===== src/rtl/pwm_motor_decoder.sv =====
// pwm_motor_decoder: recovers duty cycle and direction from a two-wire motor
// PWM pair (one wire active, the other low). Measures high time and period
// on a 256-ticks-per-period time base and publishes one result per period.
module pwm_motor_decoder #(
    parameter int clk_hz = 25000000,
    parameter int pwm_hz = 250
) (
    input  logic       clk,
    input  logic       rst_n,
    input  logic       enable,
    input  logic       pwm_a,
    input  logic       pwm_b,
    output logic [7:0] duty_cycle,
    output logic       direction,
    output logic       valid,
    output logic       fault
);
    localparam int CLK_DIV_RAW = clk_hz / (256 * pwm_hz);
    localparam int CLK_DIV     = (CLK_DIV_RAW < 1) ? 1 : CLK_DIV_RAW;
    localparam int DIV_W       = (CLK_DIV > 1) ? $clog2(CLK_DIV) : 1;
    localparam logic [DIV_W-1:0] DIV_LAST = DIV_W'(CLK_DIV - 1);

    localparam logic [9:0] PER_MIN   = 10'd250;
    localparam logic [9:0] PER_MAX   = 10'd262;
    localparam logic [9:0] CNT_SAT   = 10'd1023;
    localparam logic [9:0] LOW_LIMIT = 10'd511;
    localparam logic [9:0] HI_LIMIT  = 10'd511;

    typedef enum logic [1:0] {IDLE, HIGH, LOW} state_t;

    logic             a_meta, a_s, b_meta, b_s;
    logic [DIV_W-1:0] div_cnt;
    logic             tick;
    state_t           state;
    logic [9:0]       per_cnt, hi_cnt, per_inc;
    logic             p_prev, dir_cur;
    logic             p, rise, both, per_ok, low_timeout;
    logic [7:0]       hi_sat;

    // Two-flop synchronizers; they keep running regardless of enable
    always_ff @(posedge clk or negedge rst_n) begin
        if (!rst_n) begin
            a_meta <= 1'b0;
            a_s    <= 1'b0;
            b_meta <= 1'b0;
            b_s    <= 1'b0;
        end else begin
            a_meta <= pwm_a;
            a_s    <= a_meta;
            b_meta <= pwm_b;
            b_s    <= b_meta;
        end
    end

    // Tick prescaler: wraps every CLK_DIV clocks, held at zero while disabled
    always_ff @(posedge clk or negedge rst_n) begin
        if (!rst_n)
            div_cnt <= '0;
        else if (!enable || div_cnt == DIV_LAST)
            div_cnt <= '0;
        else
            div_cnt <= div_cnt + 1'b1;
    end

    assign tick        = enable && (div_cnt == DIV_LAST);
    assign p           = a_s | b_s;
    assign rise        = p & ~p_prev;
    assign both        = a_s & b_s;
    assign per_inc     = (per_cnt == CNT_SAT) ? per_cnt : per_cnt + 10'd1;
    assign per_ok      = (per_cnt >= PER_MIN) && (per_cnt <= PER_MAX);
    // The timeout fires on the 512th tick without a rising edge
    assign low_timeout = (per_cnt >= LOW_LIMIT);
    assign hi_sat      = (hi_cnt > 10'd255) ? 8'hff : hi_cnt[7:0];

    // Measurement FSM with registered results, advanced once per tick
    always_ff @(posedge clk or negedge rst_n) begin
        if (!rst_n) begin
            state      <= IDLE;
            per_cnt    <= '0;
            hi_cnt     <= '0;
            p_prev     <= 1'b0;
            dir_cur    <= 1'b0;
            duty_cycle <= '0;
            direction  <= 1'b0;
            valid      <= 1'b0;
            fault      <= 1'b0;
        end else begin
            valid <= 1'b0;
            if (!enable) begin
                state   <= IDLE;
                per_cnt <= '0;
                hi_cnt  <= '0;
                p_prev  <= 1'b0;
            end else if (tick) begin
                p_prev <= p;
                if (both) begin
                    // Both wires high outranks anything else on this tick
                    fault   <= 1'b1;
                    state   <= IDLE;
                    per_cnt <= '0;
                    hi_cnt  <= '0;
                end else begin
                    case (state)
                        IDLE: begin
                            if (rise) begin
                                state   <= HIGH;
                                hi_cnt  <= 10'd1;
                                per_cnt <= 10'd1;
                                dir_cur <= a_s;
                            end else if (p) begin
                                // Line still high after an error: the low-time
                                // timeout only counts while the line is low
                                per_cnt <= '0;
                            end else if (low_timeout) begin
                                duty_cycle <= '0;
                                valid      <= 1'b1;
                                fault      <= 1'b0;
                                per_cnt    <= '0;
                            end else begin
                                per_cnt <= per_inc;
                            end
                        end
                        HIGH: begin
                            if (!p) begin
                                state   <= LOW;
                                per_cnt <= per_inc;
                            end else if (a_s != dir_cur || hi_cnt >= HI_LIMIT) begin
                                // Active wire swapped mid-pulse, or line stuck high
                                fault   <= 1'b1;
                                state   <= IDLE;
                                per_cnt <= '0;
                                hi_cnt  <= '0;
                            end else begin
                                hi_cnt  <= hi_cnt + 10'd1;
                                per_cnt <= per_inc;
                            end
                        end
                        LOW: begin
                            if (rise) begin
                                if (per_ok) begin
                                    duty_cycle <= hi_sat;
                                    direction  <= dir_cur;
                                    valid      <= 1'b1;
                                    fault      <= 1'b0;
                                end else begin
                                    fault <= 1'b1;
                                end
                                state   <= HIGH;
                                hi_cnt  <= 10'd1;
                                per_cnt <= 10'd1;
                                dir_cur <= a_s;
                            end else if (low_timeout) begin
                                duty_cycle <= '0;
                                valid      <= 1'b1;
                                fault      <= 1'b0;
                                state      <= IDLE;
                                per_cnt    <= '0;
                            end else begin
                                per_cnt <= per_inc;
                            end
                        end
                        default: state <= IDLE;
                    endcase
                end
            end
        end
    end
endmodule


===== config.mk =====
export PLATFORM = sky130hd
export DESIGN_NAME = pwm_motor_decoder
export DESIGN_NICKNAME = d
export VERILOG_FILES = /design/src/rtl/pwm_motor_decoder.sv
export SDC_FILE = /design/constraint.sdc
export NUM_CORES = 1
export LEC_CHECK = 0
export BUFFER_PORTS_ARGS = -buffer_cell sky130_fd_sc_hd__buf_2
export CAP_MARGIN = 20
export CORE_MARGIN = 2
export CORE_UTILIZATION = 26
export DETAILED_ROUTE_END_ITERATION = 16
export PLACE_DENSITY = 0.43
export SYNTH_ARGS = -nofsm -noshare
export SYNTH_HDL_FRONTEND = slang
export SYNTH_SLANG_ARGS = --single-unit

===== constraint.sdc =====
create_clock -name clk -period 2.5 [get_ports clk]
set_input_delay 0.375 -clock clk [delete_from_list [all_inputs] [get_ports clk]]
set_output_delay 0.375 -clock clk [all_outputs]
set_load 0.02 [all_outputs]

==> results of run 1 <==
layer usage:
| layer | vias to the layer above | share of wire | GRT usage |
|---|---|---|---|
| li1 | 1131 | - | - |
| met1 | 1092 | 0.55 | 0.1930 |
| met2 | 31 | 0.42 | 0.1765 |
| met3 | 4 | 0.021 | 0.02179 |
| met4 | 0 | 0.011 | 0.04487 |
| met5 | - | 0 | 0 |
worst min path at each step:
stage / startpoint / end / slack (ns)
global placement: b_meta / b_s / 0.33
global route: rst_n / b_s / 0.06
CTS: rst_n / b_s / 0.03
detailed placement: b_meta / b_s / 0.34
finish: rst_n / per_cnt[2] / 0.02
floorplan: rst_n / a_meta / 0.08
registers in the layout (all words and copies together) (netlist names), 2 cells and up:
register and flops:
hi_cnt 10, state 2, duty_cycle 8, per_cnt 10, div_cnt 9
critical path: cells and delay by family (launching register included):
family | cells | cell delay, ns
AOI/OAI and AO/OA | 5 | 0.96
DFF | 1 | 0.42
adders and majority gates | 1 | 0.35
buffers and inverters | 2 | 0.31
and+or+nand+nor | 1 | 0.15
metrics by stage:
step	util	hold WS, ns	instances
after floorplan	-	0.07941	299
after global placement	0.2967	0.3327	451
after detailed placement	0.2967	0.3358	451
after CTS	0.3057	0.03446	459
after global routing	0.3063	0.05862	459
final	0.3063	0.02411	459
kinds of logic after synthesis:
logic type | share of synthesized area
XOR/XNOR | 0.02507
AND/OR/NAND/NOR | 0.2480
adder cells (fa/ha/maj) | 0.05371
flip-flops | 0.4297
multiplexers | 0.01925
buffers and inverters | 0.03805
AO/OA/AOI/OAI | 0.1862
power groups by stage:
stage / clock network, mW / registers [mW] / logic [mW]
after floorplan: 0 / 0.836 / 0.167
after global placement: 0 / 0.828 / 0.268
after detailed placement: 0 / 0.828 / 0.267
after CTS: 0.522 / 0.813 / 0.269
after global routing: 0.553 / 0.818 / 0.300
final: 0.487 / 0.813 / 0.268
area by class of cell:
cell class	instances	area, um^2	share of cell area
multi-input combinational	228	1494	0.4703
clock inverter	1	7.507	0.002363
inverter	10	37.54	0.01182
clock buffer	7	86.33	0.02718
tap	136	170.2	0.05356
sequential	48	1201	0.3781
timing repair buffer	29	180.2	0.05672
placed cells by master (no fill, tap or decap), types with 3 or more instances in the layout:
cell / count
o21ai_0: 14
a21oi_1: 10
nand4_1: 8
nand2_2: 3
and3_1: 4
buf_2: 15
dfrtp_1: 48
inv_1: 10
nand3_1: 15
or3_1: 4
xor2_1: 5
a31oi_1: 6
nand2b_4: 3
ha_1: 12
o31ai_1: 4
nor2_1: 35
clkbuf_8: 6
xnor2_1: 3
nand2_1: 30
nor4_1: 3
o2bb2ai_1: 8
nor2b_1: 6
buf_4: 14
nor3_1: 7
repair_timing:
action / CTS / global route
setup endpoints to repair: 0 / 7
endpoints found under the hold margin: 0 / 0
resized for setup: 0 / 2
==> results.py, run 1 <==
metrics = {
    "timing": {
        "post-route-min-period_ns": 2.302,
        "finClkSkew_ns": 0.01002,
        "worst_pin_slew_ns": 0.6097,
        "fin_ws_ns": 0.1984,
        "rsz0062_at_grt": "no",
        "period_share": 0.9207,
        "tns_ns": 0,
        "setup_viol": 0,
        "maxSlewViolCount": 0,
        "clock.fmax_mhz": 434.5,
        "hold_viol_final": 0,
        "relSlewSlack": 0.5904,
    },
    "critical_path": {
        "cp_max_fo": 9,
        "crit_path_start": "a_s",
        "crit_top_cell": "a21oi_1",
        "worst_r2r_path_depth": 9,
        "reg2reg_to": "per_cnt[1]",
        "r2r_setup_slack_ns": 0.20,
        "r2r_start": "a_s",
        "cp.required_ns": 2.70,
        "path_class": "register to register",
        "worstPathArrival_ns": 2.50,
        "max_stage_delay_ns": 0.42,
        "crit_path_end_kind": "register",
        "slowest_stage": "dfrtp_1",
        "start_kind": "register",
        "endpoint": "per_cnt[1]",
        "crit_chain": "inv_1 -> ha_1 -> buf_4 -> a21oi_1 -> a21oi_1 -> a32o_1 -> a31o_1 -> nand2_2 -> o32ai_1",
    },
    "synth": {
        "ys_seq_area_frac": 0.4297,
        "syn_nets": 316,
        "ys_ff_latch": 48,
        "synth_ff_type": "dfrtp_1",
        "yosysMostFrequentCell": "dfrtp_1",
        "synth_top_area_frac": 0.4297,
        "synth_top_area_cell": "dfrtp_1",
        "async_flop_share": 1.000,
        "synth_edf_count": 0,
        "synthTopCellsByCount": "dfrtp_1 (48), nor2_1 (36), nand2_1 (30), nand3_1 (15), o21ai_0 (14)",
        "synth_area_um2": 2795,
        "synthTopCellsByArea": "dfrtp_1 (43%), ha_1 (5.4%), nor2_1 (4.8%), nand2_1 (4.0%), nand3_1 (2.7%)",
        "ys_types": 60,
        "synth_area_per_cell_um2": 9.348,
        "yosysWarnings": 0,
        "synth_cells": 299,
    },
    "cts": {
        "cts_hold_buf": 0,
        "h-tree-depth": 2,
        "clkSlewWorstSetupHoldPaths_ns": 0.08,
        "clock-root-buffer": "clkbuf_8",
        "cts_buffers": 5,
        "postCtsSetupBuffers": 0,
        "clk_latency_ns": 0.31,
        "clock_path_buffers": 2,
        "cts_tree": "yes",
        "clock-sinks": 48,
    },
    "die": {
        "die_area_um2": 11600,
        "start_util": 0.2695,
        "num_rows": 37,
        "io_pins": 16,
        "die_y_um": 107.7,
        "die_x_um": 107.7,
        "core_um2": 10370,
    },
    "job": {
        "drv_cap": 0,
    },
    "placed_design": {
        "place_area_um2": 3077,
        "port_buffers": 15,
        "hpwlAfterDp_mm": 4.843,
        "place_congestion": 0.8317,
        "place_ws_ns": 0.2067,
    },
    "route": {
        "via_count": 2258,
        "dr.pass1.iters": 7,
        "dr.first_iter.drc_count": 151,
        "post-route-drc-count": 0,
        "wl_mm": 6.634,
        "antenna_left": 0,
        "via_per_inst": 4.919,
        "wire_per_inst_um": 14.45,
    },
    "power": {
        "pwr-share-comb": 0.171,
        "switching_share": 0.2859,
        "total_power_mw": 1.568,
        "power_frac_seq": 0.519,
        "ir_drop_mv": 0.1903,
        "p_int_mw": 1.120,
        "p_clk_frac": 0.311,
        "p_leak_nw": 1.330,
        "power.switching_uw": 448.3,
        "p_per_area_nw_per_um2": 493.5,
    },
    "global_route": {
        "grt_pass1_vias": 2225,
        "grt_usage": 0.1265,
        "overflow": 0,
        "antenna_found_initial": 0,
        "grt_pass1_wl_mm": 11.61,
        "grt_max_degree": 21,
    },
    "worst_hold_path": {
        "hold_path.class": "primary input to asynchronous set/reset pin",
    },
    "cells_and_area": {
        "area_delta_synth_final_pct": 13.65,
        "drive_gt1_frac": 0.1858,
        "fin_area_um2": 3177,
        "antenna_cells": 0,
        "final.fill_count": 1115,
        "nNetsFinal": 339,
    },
    "run_status": {
        "outcome": "finished clean",
    },
}
Power figures use the tool's default switching activity.
==> inputs of run 2 (changes only) <==
REMOVE_ABC_BUFFERS = 1   (was default)
==> run 2 against run 1 <==
Via count grew 3.8%. Final cell count grew 0.87%. Combinational power grew 4%. Worst hold slack gained 0.084 ns. Largest cell class unchanged. Largest power group unchanged. Sequential power is essentially flat. Count of clock-buffer cells in the layout shrank 1. Register-to-register slack gained 0.04 ns. Critical path depth shrank 2. Clock power grew 25%. Global-route usage grew 0.36 points. Critical endpoint is now per_cnt[3]. Routed wire length grew 3.9%. Sequential cell count is the same.
==> results.py, run 2 (synthesis gave the netlist of run 1 again) <==
metrics = {
    "run_status": {
        "outcome": "finished clean",
    },
    "critical_path": {
        "crit_path_start": "per_cnt[0]",
        "reg2reg_to": "per_cnt[3]",
        "crit_path_end_kind": "register",
        "cp_max_fo": 9,
        "r2r_setup_slack_ns": 0.23,
        "start_kind": "register",
        "endpoint": "per_cnt[3]",
        "worst_r2r_path_depth": 7,
        "path_class": "register to register",
        "worstPathArrival_ns": 2.46,
        "cp.required_ns": 2.69,
        "r2r_start": "per_cnt[0]",
    },
    "cells_and_area": {
        "area_delta_synth_final_pct": 15.49,
        "antenna_cells": 0,
        "layout_common_cells": "dfrtp_1 (48), nor2_1 (36), nand2_1 (30)",
        "layout_commonest_cell": "dfrtp_1",
        "nNetsFinal": 343,
        "top_regs": "hi_cnt: 10 flops, per_cnt: 10 flops, div_cnt: 9 flops",
        "drive_gt1_frac": 0.1927,
        "fin_cells": 463,
    },
    "die": {
        "die_y_um": 107.7,
        "die_area_um2": 11600,
        "start_util": 0.2695,
        "core_um2": 10370,
        "io_pins": 16,
        "num_rows": 37,
        "die_x_um": 107.7,
    },
    "timing": {
        "hold_viol_final": 0,
        "tns_ns": 0,
        "clock.fmax_mhz": 441.4,
        "worst_pin_slew_ns": 0.6836,
        "finClkSkew_ns": 0.01009,
        "maxSlewViolCount": 0,
        "relSlewSlack": 0.5443,
        "setup_viol": 0,
        "period_share": 0.9062,
        "post-route-min-period_ns": 2.266,
        "rsz0062_at_grt": "no",
    },
    "power": {
        "p_leak_nw": 1.366,
        "p_per_area_nw_per_um2": 526.5,
        "ir_drop_mv": 0.3186,
    },
    "cts": {
        "cts_tree": "yes",
        "clkSlewWorstSetupHoldPaths_ns": 0.09,
        "clock-sinks": 48,
        "clk_latency_ns": 0.30,
        "clock_path_buffers": 2,
        "cts_hold_buf": 0,
        "clock-root-buffer": "clkbuf_8",
        "postCtsSetupBuffers": 0,
        "cts_buffers": 5,
        "ctsResizeCount": 0,
        "h-tree-depth": 2,
    },
    "route": {
        "wl_met3_um": 302,
        "dr.pass1.iters": 4,
        "dr.first_iter.drc_count": 92,
        "post-route-drc-count": 0,
        "dr_wl_met2_mm": 3.124,
        "antenna_left": 0,
        "highest_layer": "met4",
        "wl_met1_mm": 3.404,
        "wire_per_inst_um": 14.88,
        "wl_mm": 6.891,
        "via_count": 2344,
        "via_per_inst": 5.063,
    },
    "placed_design": {
        "place_inst": 455,
        "place_congestion": 0.8216,
        "hpwlAfterDp_mm": 5.077,
        "port_buffers": 15,
    },
    "global_route": {
        "grt_pass1_wl_mm": 12.01,
        "grt_usage": 0.1301,
        "overflow": 0,
        "grt_pass1_vias": 2346,
        "antenna_found_initial": 0,
        "grt_max_degree": 29,
    },
    "worst_hold_path": {
        "hold_path.class": "primary input to asynchronous set/reset pin",
    },
    "job": {
        "drv_cap": 0,
    },
}
-- run 2: layout make-up --
| type | count | area, um^2 |
|---|---|---|
| clock inverter | 2 | 38.79 |
| inverter | 10 | 37.54 |
| tap | 136 | 170.2 |
| multi-input combinational | 228 | 1488 |
| fill | 1098 | 7142 |
| sequential | 48 | 1201 |
| clock buffer | 6 | 82.58 |
| timing repair buffer | 33 | 210.2 |
-- run 2: routing by layer --
metal / global-route usage / vias to the layer above
met5: 0 / -
met4: 0.03205 / 0
met3: 0.02300 / 5
met2: 0.2084 / 57
met1: 0.1816 / 1144
li1: - / 1138
-- run 2: how the worst min path moves through the flow --
| stage | to | depth (start not counted) | slack, ns | from |
|---|---|---|---|---|
| 2_1_floorplan | a_meta | 0 | 0.08 | rst_n |
| 3_3_place_gp | b_s | 0 | 0.33 | b_meta |
| 3_5_place_dp | b_s | 0 | 0.33 | b_meta |
| 4_1_cts | b_s | 1 | 0.13 | rst_n |
| 5_1_grt | div_cnt[8] | 1 | 0.15 | rst_n |
| 6_report | b_s | 1 | 0.11 | rst_n |
-- run 2: critical path: stages, from the launching register on --
cell and delay, ns:
dfrtp_1 0.45, ha_1 0.27, and3_4 0.18, a41oi_2 0.27
a32o_1 0.16, a31o_1 0.36, nand2_2 0.15, o41ai_2 0.31
-- run 2: metrics by stage --
| stage | worst slack (ns) | utilization | instance area (um^2) | hold slack (ns) | power (mW) |
|---|---|---|---|---|---|
| detailed placement | 0.2565 | 0.2996 | 3107 | 0.3347 | 1.107 |
| CTS | 0.2296 | 0.3113 | 3228 | 0.1259 | 1.724 |
| global route | 0.007446 | 0.3113 | 3228 | 0.1452 | 1.793 |
| floorplan | 0.3121 | - | 2726 | 0.07941 | 0.9897 |
| finish | 0.2344 | 0.3113 | 3228 | 0.1077 | 1.700 |
| global placement | 0.2798 | 0.2996 | 3107 | 0.3328 | 1.108 |
-- run 2: where the power goes --
| group | switching, mW | leakage, nW | total (mW) | internal (mW) |
|---|---|---|---|---|
| combinational | 0.173 | 0.672 | 0.279 | 0.105 |
| clock | 0.280 | 0.0614 | 0.608 | 0.328 |
| sequential | 0.0165 | 0.633 | 0.813 | 0.797 |
| total | 0.470 | 1.37 | 1.70 | 1.23 |
==> inputs of run 3 (changes only) <==
clock period = 2.44 ns   (was 2.5 ns; I/O delays follow)
==> run 3 against run 2 <==
Clock skew is 0.0036 ns lower. Design area is 1.3% lower. Sequential power is 2% higher. Global-route usage is 0.77 points lower. Critical path depth is 2 higher. Sequential cell count stayed put. First-iteration DRC count is 15% higher. Non-clock buffer count is 2 lower. Worst setup slack worse by 0.017 ns. Routed wire length is 4.0% lower. Maximum frequency is 1.9% higher. Critical path type unchanged. Critical endpoint is now hi_cnt[8].
==> results.py, run 3 (synthesis gave the netlist of run 1 again) <==
metrics = {
    "run_status": {
        "outcome": "finished clean",
    },
    "route": {
        "antenna_left": 0,
        "via_count": 2258,
        "via_per_inst": 4.898,
        "wire_per_inst_um": 14.35,
        "post-route-drc-count": 0,
        "dr.first_iter.drc_count": 106,
        "wl_mm": 6.616,
        "dr.pass1.iters": 4,
    },
    "die": {
        "die_x_um": 107.7,
        "die_area_um2": 11600,
        "core_um2": 10370,
        "start_util": 0.2695,
        "io_pins": 16,
        "die_y_um": 107.7,
        "num_rows": 37,
    },
    "global_route": {
        "overflow": 0,
        "grt_pass1_vias": 2227,
        "antenna_found_initial": 0,
        "grt_pass1_wl_mm": 11.27,
        "grt_max_degree": 29,
        "grt_usage": 0.1225,
    },
    "timing": {
        "post-route-min-period_ns": 2.222,
        "tns_ns": 0,
        "clock.fmax_mhz": 450.0,
        "period_share": 0.9108,
        "worst_pin_slew_ns": 0.6690,
        "maxSlewViolCount": 0,
        "rsz0062_at_grt": "no",
        "relSlewSlack": 0.5540,
        "hold_viol_final": 0,
        "setup_viol": 0,
        "fin_ws_ns": 0.2177,
        "finClkSkew_ns": 0.006488,
    },
    "placed_design": {
        "place_congestion": 0.8487,
        "place_ws_ns": 0.1352,
        "hpwlAfterDp_mm": 4.858,
        "port_buffers": 15,
        "place_inst": 453,
    },
    "power": {
        "ir_drop_mv": 0.2036,
        "p_per_area_nw_per_um2": 509.4,
        "p_leak_nw": 1.340,
    },
    "critical_path": {
        "max_stage_delay_ns": 0.49,
        "crit_path_start": "state[0]",
        "crit_family": "compound AO/OA/AOI/OAI gates",
        "cp_max_fo": 8,
        "cp.required_ns": 2.63,
        "start_kind": "register",
        "crit_chain": "inv_1 -> ha_1 -> or2_1 -> nor2_1 -> a211oi_1 -> o21ai_1 -> buf_4 -> nor3_1 -> o22a_1",
        "r2r_start": "state[0]",
        "worstPathArrival_ns": 2.41,
        "slowest_stage": "o21ai_1",
        "cp_num_buf_inv": 2,
        "crit_path_end_kind": "register",
        "path_class": "register to register",
    },
    "cts": {
        "postCtsSetupBuffers": 0,
        "clk_latency_ns": 0.30,
        "cts_buffers": 5,
        "cts_tree": "yes",
        "clock-root-buffer": "clkbuf_8",
        "clock-sinks": 48,
        "clkSlewWorstSetupHoldPaths_ns": 0.09,
        "h-tree-depth": 2,
        "clock_path_buffers": 2,
    },
    "cells_and_area": {
        "fin_cells": 461,
        "layout_commonest_cell": "dfrtp_1",
        "top_regs": "hi_cnt: 10 flops, per_cnt: 10 flops, div_cnt: 9 flops",
        "drive_gt1_frac": 0.1877,
        "antenna_cells": 0,
        "area_delta_synth_final_pct": 13.97,
        "layout_common_cells": "dfrtp_1 (48), nor2_1 (36), nand2_1 (30)",
        "nNetsFinal": 341,
    },
    "worst_hold_path": {
        "hold_path.class": "primary input to asynchronous set/reset pin",
    },
    "job": {
        "drv_cap": 0,
    },
}
run 3: final cells by class:
cell class | instances | area, um^2
clock buffer | 7 | 86.33
clock inverter | 1 | 7.507
fill | 1116 | 7184
inverter | 10 | 37.54
multi-input combinational | 228 | 1488
sequential | 48 | 1201
tap | 136 | 170.2
timing repair buffer | 31 | 195.2
run 3: power by group:
group | switching, mW | total [mW] | internal, mW
Clock | 0.277 | 0.508 | 0.231
Combinational | 0.175 | 0.282 | 0.107
Sequential | 0.0170 | 0.833 | 0.816
Total | 0.469 | 1.62 | 1.15
run 3: path summary, 6_finish.rpt:
path | end | depth (start not counted) | slack [ns]
setup reg to reg | hi_cnt[8] | 9 | 0.22
setup / recovery | hi_cnt[8] | 9 | 0.22
hold / removal | div_cnt[3] | 1 | 0.09
max in group asynchronous | hi_cnt[6] | 2 | 1.61
hold reg to reg | a_s | 0 | 0.36
min in group clk | b_meta | 1 | 0.17
run 3: worst reg2reg max path, cell delays in order (launching register included):
cell and delay, ns:
dfrtp_1 0.41, inv_1 0.08, ha_1 0.21, or2_1 0.24, nor2_1 0.16, a211oi_1 0.07, o21ai_1 0.49, buf_4 0.24
nor3_1 0.05, o22a_1 0.18
run 3: metal layers:
layer	wire, um	GRT usage	vias up
li1	-	-	1128
met1	3207	0.1672	1072
met2	3078	0.1972	50
met3	254	0.02361	8
met4	76	0.03388	0
met5	0	0	-
run 3: timing repair:
item	in CTS	in global routing
setup endpoints to repair	0	5
hold buffers	0	0
gates resized for setup	0	1
run 3: stage by stage:
step	cell area, um^2	hold slack (ns)	total power, mW	util
final	3186	0.09031	1.623	0.3072
after global routing	3186	0.1501	1.717	0.3072
after CTS	3186	0.1195	1.647	0.3072
after detailed placement	3092	0.3355	1.131	0.2981
after global placement	3092	0.3350	1.133	0.2981
after floorplan	2726	0.07041	1.014	-
